## src/rtl/cpu_pkg.sv

```systemverilog
// Shared definitions for the unfolded adding-machine CPU: state encoding,
// opcodes and the 26-bit state-vector layout used by ppi/ppo and the register.
package cpu_pkg;

    // Controller states; codes 7..15 are unused and treated as illegal.
    typedef enum logic [3:0] {
        ST_IDLE   = 4'd0,
        ST_FETCH  = 4'd1,
        ST_DECODE = 4'd2,
        ST_LDA    = 4'd3,
        ST_STA    = 4'd4,
        ST_ADD    = 4'd5,
        ST_JMP    = 4'd6
    } fsmState_t;

    // Opcode lives in ir[7:6], operand address in ir[5:0].
    localparam logic [1:0] OP_LDA = 2'b00;
    localparam logic [1:0] OP_STA = 2'b01;
    localparam logic [1:0] OP_ADD = 2'b10;
    localparam logic [1:0] OP_JMP = 2'b11;

    // State-vector field positions.
    localparam int unsigned STATE_W = 26;
    localparam int unsigned AC_MSB  = 25;
    localparam int unsigned AC_LSB  = 18;
    localparam int unsigned IR_MSB  = 17;
    localparam int unsigned IR_LSB  = 10;
    localparam int unsigned PC_MSB  = 9;
    localparam int unsigned PC_LSB  = 4;
    localparam int unsigned FSM_MSB = 3;
    localparam int unsigned FSM_LSB = 0;

    // Packed view of the state vector; member order gives the same bit
    // layout as the offsets above (ac in the top byte, fsm in the low nibble).
    typedef struct packed {
        logic [7:0] ac;
        logic [7:0] ir;
        logic [5:0] pc;
        logic [3:0] fsm;
    } cpuState_t;

    // Map an opcode to the execute state that handles it.
    function automatic logic [3:0] execState(input logic [1:0] op);
        logic [3:0] st;
        case (op)
            OP_LDA:  st = ST_LDA;
            OP_STA:  st = ST_STA;
            OP_ADD:  st = ST_ADD;
            default: st = ST_JMP;
        endcase
        return st;
    endfunction

endpackage

```

## src/rtl/cpu_core_comb.sv

```systemverilog
// Purely combinational next-state and memory-interface logic of the CPU.
// Everything here is a function of the present state and the read data only,
// so the block can be exercised as stand-alone combinational logic.
module cpu_core_comb
    import cpu_pkg::*;
(
    input  logic [7:0]         dataIn,
    input  logic [STATE_W-1:0] presentState,
    output logic [5:0]         adrBus,
    output logic               rdMem,
    output logic               wrMem,
    output logic [7:0]         dataOut,
    output logic [STATE_W-1:0] nextState
);

    cpuState_t ps;
    cpuState_t ns;
    logic [5:0] operandAdr;
    logic [1:0] opcode;

    assign ps         = cpuState_t'(presentState);
    assign operandAdr = ps.ir[5:0];
    assign opcode     = ps.ir[7:6];

    // Per-state address, strobes and next-state; unwritten fields hold.
    always_comb begin
        ns     = ps;
        adrBus = ps.pc;
        rdMem  = 1'b0;
        wrMem  = 1'b0;
        ns.fsm = ST_FETCH;
        case (ps.fsm)
            ST_IDLE: begin
                ns.fsm = ST_FETCH;
            end
            ST_FETCH: begin
                rdMem  = 1'b1;
                ns.ir  = dataIn;
                ns.pc  = ps.pc + 6'd1;
                ns.fsm = ST_DECODE;
            end
            ST_DECODE: begin
                adrBus = operandAdr;
                ns.fsm = execState(opcode);
            end
            ST_LDA: begin
                adrBus = operandAdr;
                rdMem  = 1'b1;
                ns.ac  = dataIn;
            end
            ST_STA: begin
                adrBus = operandAdr;
                wrMem  = 1'b1;
            end
            ST_ADD: begin
                adrBus = operandAdr;
                rdMem  = 1'b1;
                ns.ac  = ps.ac + dataIn;
            end
            ST_JMP: begin
                adrBus = operandAdr;
                ns.pc  = operandAdr;
            end
            default: begin
                // Illegal codes recover to FETCH with every data field held.
                adrBus = ps.pc;
            end
        endcase
    end

    // Write data is only driven while a store is in progress.
    always_comb begin
        dataOut = wrMem ? ps.ac : '0;
    end

    assign nextState = STATE_W'(ns);

endmodule

```

## src/rtl/cpu_net.sv

```systemverilog
// Top of the full-scan CPU: selects the present state from ppi (test mode)
// or the internal state register (functional mode) and feeds the
// combinational core. The register always loads ppo.
module cpu_net
    import cpu_pkg::*;
(
    input  logic               clk,
    input  logic               reset,
    input  logic               test_mode,
    input  logic [7:0]         data_bus_in,
    input  logic [STATE_W-1:0] ppi,
    output logic [5:0]         adr_bus,
    output logic               rd_mem,
    output logic               wr_mem,
    output logic [7:0]         data_bus_out,
    output logic [STATE_W-1:0] ppo
);

    logic [STATE_W-1:0] stateReg;
    logic [STATE_W-1:0] presentState;

    // Present-state mux; reset only reaches the outputs through stateReg,
    // so the test-mode path is untouched by reset.
    always_comb begin
        presentState = test_mode ? ppi : stateReg;
    end

    cpu_core_comb uCore (
        .dataIn       (data_bus_in),
        .presentState (presentState),
        .adrBus       (adr_bus),
        .rdMem        (rd_mem),
        .wrMem        (wr_mem),
        .dataOut      (data_bus_out),
        .nextState    (ppo)
    );

    // State register: async clear to all-zero (IDLE), otherwise load ppo.
    always_ff @(posedge clk or negedge reset) begin
        if (!reset) begin
            stateReg <= '0;
        end else begin
            stateReg <= ppo;
        end
    end

    // Read and write strobes are mutually exclusive by construction.
    always_comb begin
        assert (!(rd_mem && wr_mem));
    end

endmodule

```

## config.mk

```make
export PLATFORM = sky130hd
export DESIGN_NAME = cpu_net
export DESIGN_NICKNAME = d
export VERILOG_FILES = /design/src/rtl/cpu_pkg.sv /design/src/rtl/cpu_core_comb.sv /design/src/rtl/cpu_net.sv
export SDC_FILE = /design/constraint.sdc
export NUM_CORES = 1
export LEC_CHECK = 0
export CORE_MARGIN = 3
export CORE_UTILIZATION = 35
export DETAILED_ROUTE_END_ITERATION = 7
export DONT_BUFFER_PORTS = 1
export SLEW_MARGIN = 20
export SYNTH_ARGS = -nofsm -noshare
export SYNTH_HDL_FRONTEND = slang
export SYNTH_HIERARCHICAL = 1
export SYNTH_SLANG_ARGS = --single-unit
```

## constraint.sdc

```tcl
create_clock -name clk -period 3.9 [get_ports clk]
set_clock_uncertainty 0.2 [all_clocks]
set_input_delay 0.195 -clock clk [delete_from_list [all_inputs] [get_ports clk]]
set_output_delay 0.195 -clock clk [all_outputs]
set_load 0.02 [all_outputs]
```

==> impl_metrics.toml, run 1 <==
[run_status]
outcome = "completed"

[finish]
antennaDiodeCount = 0
final_area_um2 = 2210
nNetsFinal = 262
final_util_pct = 39.3
largest_reg_flops = 26
reg_top3 = "stateReg x26"
top_register = "stateReg"
syn_to_final_growth_pct = 5.92
fillers = 565
drive_above_1_share_pct = 23.0

[die]
die_h_um = 83.3
die_w_um = 83.3
core_um2 = 5640
io_pins = 79
die_area_um2 = 6940
initial_core_util_pct = 37.1
fp-row-count = 27

[worst_setup_path]
rrSetupSlack_ns = 1.13
worstPathArrival_ns = 2.70
cp_data_required_time_ns = 3.50
crit_type = "reg2out"
critPathMaxStageDelay_ns = 0.41
r2r_end = "stateReg[24]$_DFF_PN0_"
cp-start-kind = "register"
cp_slowest_cell = "fa_1"
cp_max_fo = 3
worst_setup_path_end_kind = "output pin"
r2r_cells = 8
rr_startpoint = "stateReg[18]$_DFF_PN0_"
crit_chain = "mux2_4 > ha_1 > fa_1 > a21o_1 > a21oi_2 > o21ai_0 > mux2_2 > o21ai_1"

[clock_network]
clk_pin_slew_ns = 0.09
cts_tree = "done"
h-tree-depth = 1
cts_setup_buffers = 0
root_buffer = "clkbuf_8"
numCtsBuffers = 3
worstSkewPairLatency_ns = 0.27
cts.sinks = 26
clockBufferDepth = 2
cts_resized = 0

[place]
dp_hpwl_um = 4100
io_buffers = 0
gp_congestion = 0.758
place_ws_ns = 1.11
dpl_cell_area_um2 = 2110

[global_routing]
grt_pass1_wl_um = 8580
overflow = 0
antenna_found_initial = 0
grt_pass1_vias = 1640
grt_start_max_net_pins = 27
track_usage_pct = 15.4

[logic_synthesis]
syn_area_um2 = 2090
synth-edff-count = 0
yosysUniqueCellTypes = 45
synth_compound_area_share_pct = 15.0
synthMuxAreaShare_pct = 21.3
syn-instance-count = 212
ys_ff_latch = 26
seq_area_frac_synth_pct = 31.1
synth-adder-area-share_pct = 6.94
yosys.area_share.simple_pct = 18.8
synth_xor_area_share_pct = 1.68
synth_top_family_by_area = "multiplexers"
synth_ff_type = "dfrtp_1"
async_flop_share_pct = 100
syn_avg_cell_area_um2 = 9.86
ys_warn_count = 6
synthesis.nets = 260

[min_path]
hold_path_end = "stateReg[11]$_DFF_PN0_"
holdPathStages = 2
hp-class = "in2reg"
holdCritStartpoint = "data_bus_in[1]"

[sta]
grt_setup_unrepaired = "false"
setup_viol = 0
fmax_mhz = 324
worst_slack_ns = 0.810
slew_violations = 0
finalHoldViolations = 0
relSlewSlack_pct = 40.5
period_minus_slack_ns = 3.09
tightestPinTransition_ns = 0.887
finalSetupTns_ns = 0
period_share_pct = 79.2

[route]
routedWlPerCell_um = 18.8
drt_wl_total_um = 5360
wl_met3_um = 481
vias = 1574
wl_met2_um = 2490
dr.max_layer_used = "met4"
ant_nets = 0
vias_per_cell = 5.52
dr.first_iter.drc_count = 43
first_pass_iters = 5
drcViolationCount = 0
drt-met1-wl_um = 2360

[power]
leakagePower_uw = 0.00100
p_per_area_nw_per_um2 = 413
irDropWorstVdd_uv = 193

[job]
drv_cap = 0
per-stage QoR:
step	total power (µW)	std cells	hold WS, ns
2_1_floorplan	683	212	-0.301
3_3_place_gp	728	277	-0.300
3_5_place_dp	735	277	-0.300
4_1_cts	934	285	0.0000421
5_1_grt	985	285	0.00883
6_report	914	285	0.00808
area by class of cell:
class	count	area [µm²]	share of cell area, %
multi-input cells	172	1340	60.3
inverters	5	18.8	0.847
repair buffers	6	65.1	2.94
clock buffers	4	55.1	2.49
well taps	72	90.1	4.07
flip-flops and latches	26	651	29.4
cells by family after synthesis:
group / count (synthesis)
other: 1
xor gates and xnor gates: 4
DFF: 26
adders and majority gates: 11
muxes: 33
AOI/OAI and AO/OA: 45
and+or+nand+nor: 78
buffers and inverters: 14
layer usage:
layer | track usage [%] | vias up
met3 | 6.05 | 2
li1 | - | 757
met4 | 2.82 | 0
met5 | 0 | -
met1 | 19.5 | 763
met2 | 25.1 | 52
cells in the final DEF (no fill, tap or decap), drive strengths merged, types with 4 or more instances in the layout:
cell | synthesis | routed
nor2 | 10 | 10
nor3 | 4 | 4
inv | 5 | 5
clkbuf | 0 | 4
nand2b | 5 | 5
nand3 | 4 | 4
o21ai | 17 | 17
and2 | 10 | 10
mux2 | 32 | 32
ha | 10 | 10
a22oi | 7 | 7
nand2 | 38 | 38
dfrtp | 26 | 26
power by group:
part | switching (µW) | total (µW) | internal [µW]
clock network | 86.5 | 177 | 90.3
registers | 11.1 | 327 | 316
logic | 259 | 410 | 151
total | 357 | 914 | 557
worst max path at each step:
stage                            from      end  slack, ns  depth (start not counted)
2_1_floorplan               test_mode  ppo[24]       1.07                         10
3_3_place_gp   stateReg[18]$_DFF_PN0_  ppo[24]       1.12                          8
3_5_place_dp   stateReg[18]$_DFF_PN0_  ppo[24]       1.11                          8
4_1_cts        stateReg[18]$_DFF_PN0_  ppo[24]       0.77                          8
5_1_grt        stateReg[18]$_DFF_PN0_  ppo[24]       0.65                          8
6_report       stateReg[18]$_DFF_PN0_  ppo[24]       0.81                          8
what timing repair did:
action	CTS	global route
hold endpoints to repair	28	0
endpoints found under the setup margin	0	0
hold buffers	4	0
cell usage after synthesis (3+ instances only):
cell | n | area, µm²
nand2_1 | 38 | 143
dfrtp_1 | 26 | 651
mux2_4 | 20 | 300
o21ai_0 | 15 | 75.1
mux2_2 | 12 | 135
and2_1 | 10 | 62.6
ha_1 | 10 | 125
a22oi_1 | 7 | 52.6
inv_1 | 5 | 18.8
nand2b_1 | 5 | 31.3
nor2_1 | 5 | 18.8
buf_2 | 4 | 20.0
nand3_1 | 4 | 20.0
nor2_2 | 4 | 25.0
a211oi_1 | 3 | 22.5
a21o_1 | 3 | 22.5
and3_1 | 3 | 18.8
worst max-delay path: cells and delay by family (launching register included):
kind / cells / cell delay (ns)
compound gates: 4 / 0.85
fa+ha+maj: 2 / 0.65
flops: 1 / 0.37
mux: 2 / 0.55
Note: power is estimated with default switching activity, not from simulation.
==> inputs of run 2 (changes only) <==
==> constraint.sdc (replaced) <==
create_clock -name clk -period 3 [get_ports clk]
set_clock_uncertainty 0.2 [all_clocks]
set_input_delay 0.15 -clock clk [delete_from_list [all_inputs] [get_ports clk]]
set_output_delay 0.15 -clock clk [all_outputs]
set_load 0.02 [all_outputs]
==> run 2 against run 1 <==
Against the previous run: clock-buffer cell count stayed put; first-iteration DRC count rose by 81%; worst setup slack got worse by 0.68 ns; sequential share of layout area fell by 1.3 points; combinational power grew 35%; global-route usage rose by 0.25 points; final cell count rose by 3.9%; via count rose by 2.0%; critical path type unchanged; largest cell class unchanged; largest power group unchanged; highest routed layer unchanged.
==> impl_metrics.toml, run 2 (synthesized netlist as in run 1, its figures left out) <==
[sta]
slew_violations = 0
period_share_pct = 95.6
finalHoldWorstSlack_ns = 0.0222
grt_setup_unrepaired = "false"
fmax_mhz = 349
setup_viol = 0
finalSetupTns_ns = 0
period_minus_slack_ns = 2.87
finalHoldViolations = 0
tightestPinTransition_ns = 0.753
relSlewSlack_pct = 49.3

[clock_network]
cts_setup_buffers = 0
cts.sinks = 26
cts_tree = "done"
numCtsBuffers = 3
h-tree-depth = 1
root_buffer = "clkbuf_8"
worstSkewPairLatency_ns = 0.27
clockBufferDepth = 2
clk_pin_slew_ns = 0.09

[global_routing]
grt_pass1_vias = 1678
grt_start_max_net_pins = 27
grt_pass1_wl_um = 8860
met1_usage_pct = 19.1
overflow = 0
top_usage_layer = "met2"
antenna_found_initial = 0
track_usage_pct = 15.7
use_met2_pct = 26.2
met3_usage_pct = 6.45

[finish]
final_common_cell = "nand2_1"
drive_above_1_share_pct = 25.4
reg_top3 = "stateReg x26"
finalNonFillerCells = 296
nNetsFinal = 273
final_cell_mix = "38 x nand2_1, 26 x dfrtp_1, 20 x mux2_4"
syn_to_final_growth_pct = 10.7
largest_reg_flops = 26
antennaDiodeCount = 0
top_register = "stateReg"

[run_status]
outcome = "completed"

[die]
die_area_um2 = 6940
fp-row-count = 27
die_w_um = 83.3
core_um2 = 5640
die_h_um = 83.3
io_pins = 79
initial_core_util_pct = 37.1

[power]
irDropWorstVdd_uv = 286
pwr-share-seq_pct = 35.1
switchingPower_uw = 473
internal_power_uw = 741
leakagePower_uw = 0.00105
clkPwrFrac_pct = 19.1
comb_power_share_pct = 45.8
p_total_uw = 1210
p_sw_share_pct = 39.0
p_per_area_nw_per_um2 = 524

[worst_setup_path]
critPathTopFamily = "compound AO/OA/AOI/OAI gates"
path_buf_inv = 1
cp_slowest_cell = "dfrtp_1"
r2r_cells = 7
rr_startpoint = "stateReg[19]$_DFF_PN0_"
cp_max_fo = 3
cp_data_required_time_ns = 2.65
crit_type = "reg2out"
worst_setup_path_end_kind = "output pin"
rrSetupSlack_ns = 0.47
r2r_end = "stateReg[23]$_DFF_PN0_"
worstPathArrival_ns = 2.52
crit_chain = "mux2_4 > ha_2 > fa_2 > a21o_1 > a21oi_2 > o21ai_0 > mux2_2 > o21ai_1 > buf_4"
critPathMaxStageDelay_ns = 0.37
cp-start-kind = "register"

[route]
drcViolationCount = 0
drt_wl_total_um = 5410
ant_nets = 0
routedWlPerCell_um = 18.3
dr.first_iter.drc_count = 78
vias_per_cell = 5.43
first_pass_iters = 4
vias = 1606

[min_path]
holdCritStartpoint = "data_bus_in[7]"
hold_path_end = "stateReg[25]$_DFF_PN0_"
holdPathStages = 2
hp-class = "in2reg"

[place]
dp_hpwl_um = 4180
io_buffers = 0
gp_congestion = 0.817
dp_cells = 283

[job]
drv_cap = 0
==> run 2: cell count changes in the layout (fill, tap and decap cells not counted), moves of 2 or more <==
cell	delta
o21ai_1	+2
dlygate4sd3_1	+5
buf_4	+6
o21ai_0	-2
==> run 2: cell type report <==
type,count,area (µm²)
fillers,564,3330
repair buffers,17,160
well taps,72,90.1
multi-input cells,172,1340
flip-flops and latches,26,651
clock buffers,4,55.1
inverters,5,18.8
==> run 2: worst max path at each step <==
stage                                      start                endpoint  slack, ns  depth (start not counted)
after floorplan                        test_mode  stateReg[24]$_DFF_PN0_       0.25                         10
after global placement    stateReg[18]$_DFF_PN0_  stateReg[22]$_DFF_PN0_       0.36                          7
after detailed placement  stateReg[18]$_DFF_PN0_  stateReg[22]$_DFF_PN0_       0.27                          7
after CTS                 stateReg[18]$_DFF_PN0_                 ppo[24]       0.03                          9
after global routing      stateReg[18]$_DFF_PN0_                 ppo[24]       0.01                          9
final                     stateReg[18]$_DFF_PN0_                 ppo[24]       0.13                          9
==> run 2: repair_timing <==
| item | in CTS | in global routing |
|---|---|---|
| pin swaps | 0 | 0 |
| endpoints found under the hold margin | 35 | 0 |
| setup endpoints to repair | 1 | 2 |
| resized for setup | 1 | 3 |
| gates cloned | 0 | 0 |
| hold buffers | 9 | 0 |
==> run 2: stage by stage <==
step	utilization, %	cell area (µm²)	setup slack (ns)
after detailed placement	38.2	2150	0.274
after global routing	41.0	2310	0.0104
final	41.0	2310	0.132
after floorplan	-	2090	0.249
after CTS	40.9	2310	0.0276
after global placement	38.2	2150	0.360
==> run 2: layer usage <==
| layer | part of all wire, % | up-vias |
|---|---|---|
| met5 | 0 | - |
| met4 | 1.0 | 0 |
| met3 | 11 | 6 |
| met2 | 47 | 71 |
| met1 | 42 | 750 |
| li1 | - | 779 |
==> run 2: power groups by stage <==
| stage | Clock [µW] | Combinational [µW] | Sequential (µW) |
|---|---|---|---|
| global placement | 0 | 527 | 430 |
| finish | 232 | 555 | 426 |
| detailed placement | 0 | 533 | 435 |
| global route | 260 | 610 | 433 |
| CTS | 250 | 557 | 427 |
| floorplan | 0 | 459 | 429 |
==> run 2: worst reg2reg max path, delay by kind of cell, from the launching register on <==
kind	cells	cell delay, ns
AOI/OAI and AO/OA	4	1.09
xor gates and xnor gates	1	0.10
muxes	1	0.30
adders and majority gates	1	0.32
DFF	1	0.37
==> inputs of run 3 (changes only) <==
--- a/config.mk
+++ b/config.mk
@@ -9,6 +9,7 @@
 export CORE_UTILIZATION = 35
 export DETAILED_ROUTE_END_ITERATION = 7
 export DONT_BUFFER_PORTS = 1
+export HOLD_SLACK_MARGIN = 0.05
 export SLEW_MARGIN = 20
 export SYNTH_ARGS = -nofsm -noshare
 export SYNTH_HDL_FRONTEND = slang
==> run 3 against run 2 <==
Against the previous run: register-to-register slack is essentially flat; via count shrank 0.19%; highest routed layer unchanged; clock-buffer cell count is the same; die area is the same; combinational power is essentially flat; critical path depth is the same; global-route usage grew 0.19 points; sequential power is essentially flat; first-iteration DRC count grew 3.8%; utilization grew 0.18 points; maximum frequency grew 0.38%.
==> impl_metrics.toml, run 3 (synthesized netlist as in run 1, its figures left out) <==
[finish]
largest_reg_flops = 26
final_area_um2 = 2320
fillers = 562
top_register = "stateReg"
drive_above_1_share_pct = 25.3
final_common_cell = "nand2_1"
antennaDiodeCount = 0
finalNonFillerCells = 297
final_util_pct = 41.2
final_cell_mix = "38 x nand2_1, 26 x dfrtp_1, 20 x mux2_4"
nNetsFinal = 274
syn_to_final_growth_pct = 11.2
reg_top3 = "stateReg x26"

[die]
die_area_um2 = 6940
die_h_um = 83.3
die_w_um = 83.3
initial_core_util_pct = 37.1
fp-row-count = 27
core_um2 = 5640
io_pins = 79

[worst_setup_path]
path_buf_inv = 1
cp_slowest_cell = "dfrtp_1"
rr_startpoint = "stateReg[19]$_DFF_PN0_"
critPathTopFamily = "compound AO/OA/AOI/OAI gates"
worstPathArrival_ns = 2.51
cp-start-kind = "register"
r2r_cells = 7
cp_max_fo = 3
critPathMaxStageDelay_ns = 0.37
crit_chain = "mux2_4 > ha_2 > fa_2 > a21o_1 > a21oi_2 > o21ai_0 > mux2_2 > o21ai_1 > buf_4"
r2r_end = "stateReg[23]$_DFF_PN0_"
worst_setup_path_end_kind = "output pin"
rrSetupSlack_ns = 0.47
cp_data_required_time_ns = 2.65
crit_type = "reg2out"

[route]
dr.first_iter.drc_count = 81
routedWlPerCell_um = 18.4
ant_nets = 0
drcViolationCount = 0
vias = 1603
first_pass_iters = 4
drt_wl_total_um = 5460
vias_per_cell = 5.40

[min_path]
hold_path_end = "stateReg[17]$_DFF_PN0_"
holdPathStages = 2
hp-class = "in2reg"
holdCritStartpoint = "data_bus_in[7]"

[place]
io_buffers = 0
dp_cells = 283
gp_congestion = 0.817
dpl_cell_area_um2 = 2150
dp_hpwl_um = 4180

[global_routing]
track_usage_pct = 15.9
antenna_found_initial = 0
grt_pass1_wl_um = 8960
grt_start_max_net_pins = 27
grt_pass1_vias = 1706
overflow = 0

[clock_network]
clockBufferDepth = 2
numCtsBuffers = 3
cts_tree = "done"
worstSkewPairLatency_ns = 0.27
h-tree-depth = 1
clk_pin_slew_ns = 0.09
root_buffer = "clkbuf_8"
cts.sinks = 26

[sta]
setup_viol = 0
finalHoldViolations = 0
finalSetupTns_ns = 0
fmax_mhz = 350
period_minus_slack_ns = 2.86
period_share_pct = 95.2
slew_violations = 0
grt_setup_unrepaired = "false"
finalHoldWorstSlack_ns = 0.0798
relSlewSlack_pct = 48.8
tightestPinTransition_ns = 0.759

[run_status]
outcome = "completed"

[power]
leakagePower_uw = 0.00105
p_per_area_nw_per_um2 = 523
irDropWorstVdd_uv = 285

[job]
drv_cap = 0
## run 3: report_power, final
group | switching (µW) | total [µW] | internal (µW)
Sequential | 15.0 | 426 | 411
Combinational | 344 | 557 | 213
Clock | 115 | 232 | 117
Total | 474 | 1220 | 742
## run 3: how the worst max path moves through the flow
stage                           start  depth (start not counted)                endpoint
6_report       stateReg[18]$_DFF_PN0_                          9                 ppo[24]
3_5_place_dp   stateReg[18]$_DFF_PN0_                          7  stateReg[22]$_DFF_PN0_
5_1_grt        stateReg[18]$_DFF_PN0_                          9                 ppo[24]
3_3_place_gp   stateReg[18]$_DFF_PN0_                          7  stateReg[22]$_DFF_PN0_
4_1_cts        stateReg[18]$_DFF_PN0_                          9                 ppo[24]
2_1_floorplan               test_mode                         10  stateReg[24]$_DFF_PN0_
## run 3: area by class of cell
class / instances / area [µm²] / share of cell area, %
well taps: 72 / 90.1 / 3.88
clock buffers: 4 / 55.1 / 2.37
multi-input cells: 172 / 1340 / 57.6
flip-flops and latches: 26 / 651 / 28.0
inverters: 5 / 18.8 / 0.807
repair buffers: 18 / 170 / 7.32
## run 3: metal layers
metal  GRT usage, %  share of wire, %  up-vias
met4           2.97              0.99        0
met1           19.2                43      760
met3           6.45               8.9        6
met5              0                 0        -
met2           26.7                47       57
li1               -                 -      780
## run 3: what timing repair did
action	in CTS	in global routing
setup endpoints to repair	1	2
resized for setup	1	3
hold buffers	10	0
gates cloned	0	0
setup buffers	0	0
hold endpoints to repair	37	0
## run 3: through the flow
| step | power, µW | setup slack (ns) |
|---|---|---|
| finish | 1220 | 0.143 |
| global route | 1300 | 0.0104 |
| CTS | 1240 | 0.0276 |
| detailed placement | 968 | 0.274 |
| global placement | 958 | 0.360 |
| floorplan | 888 | 0.249 |
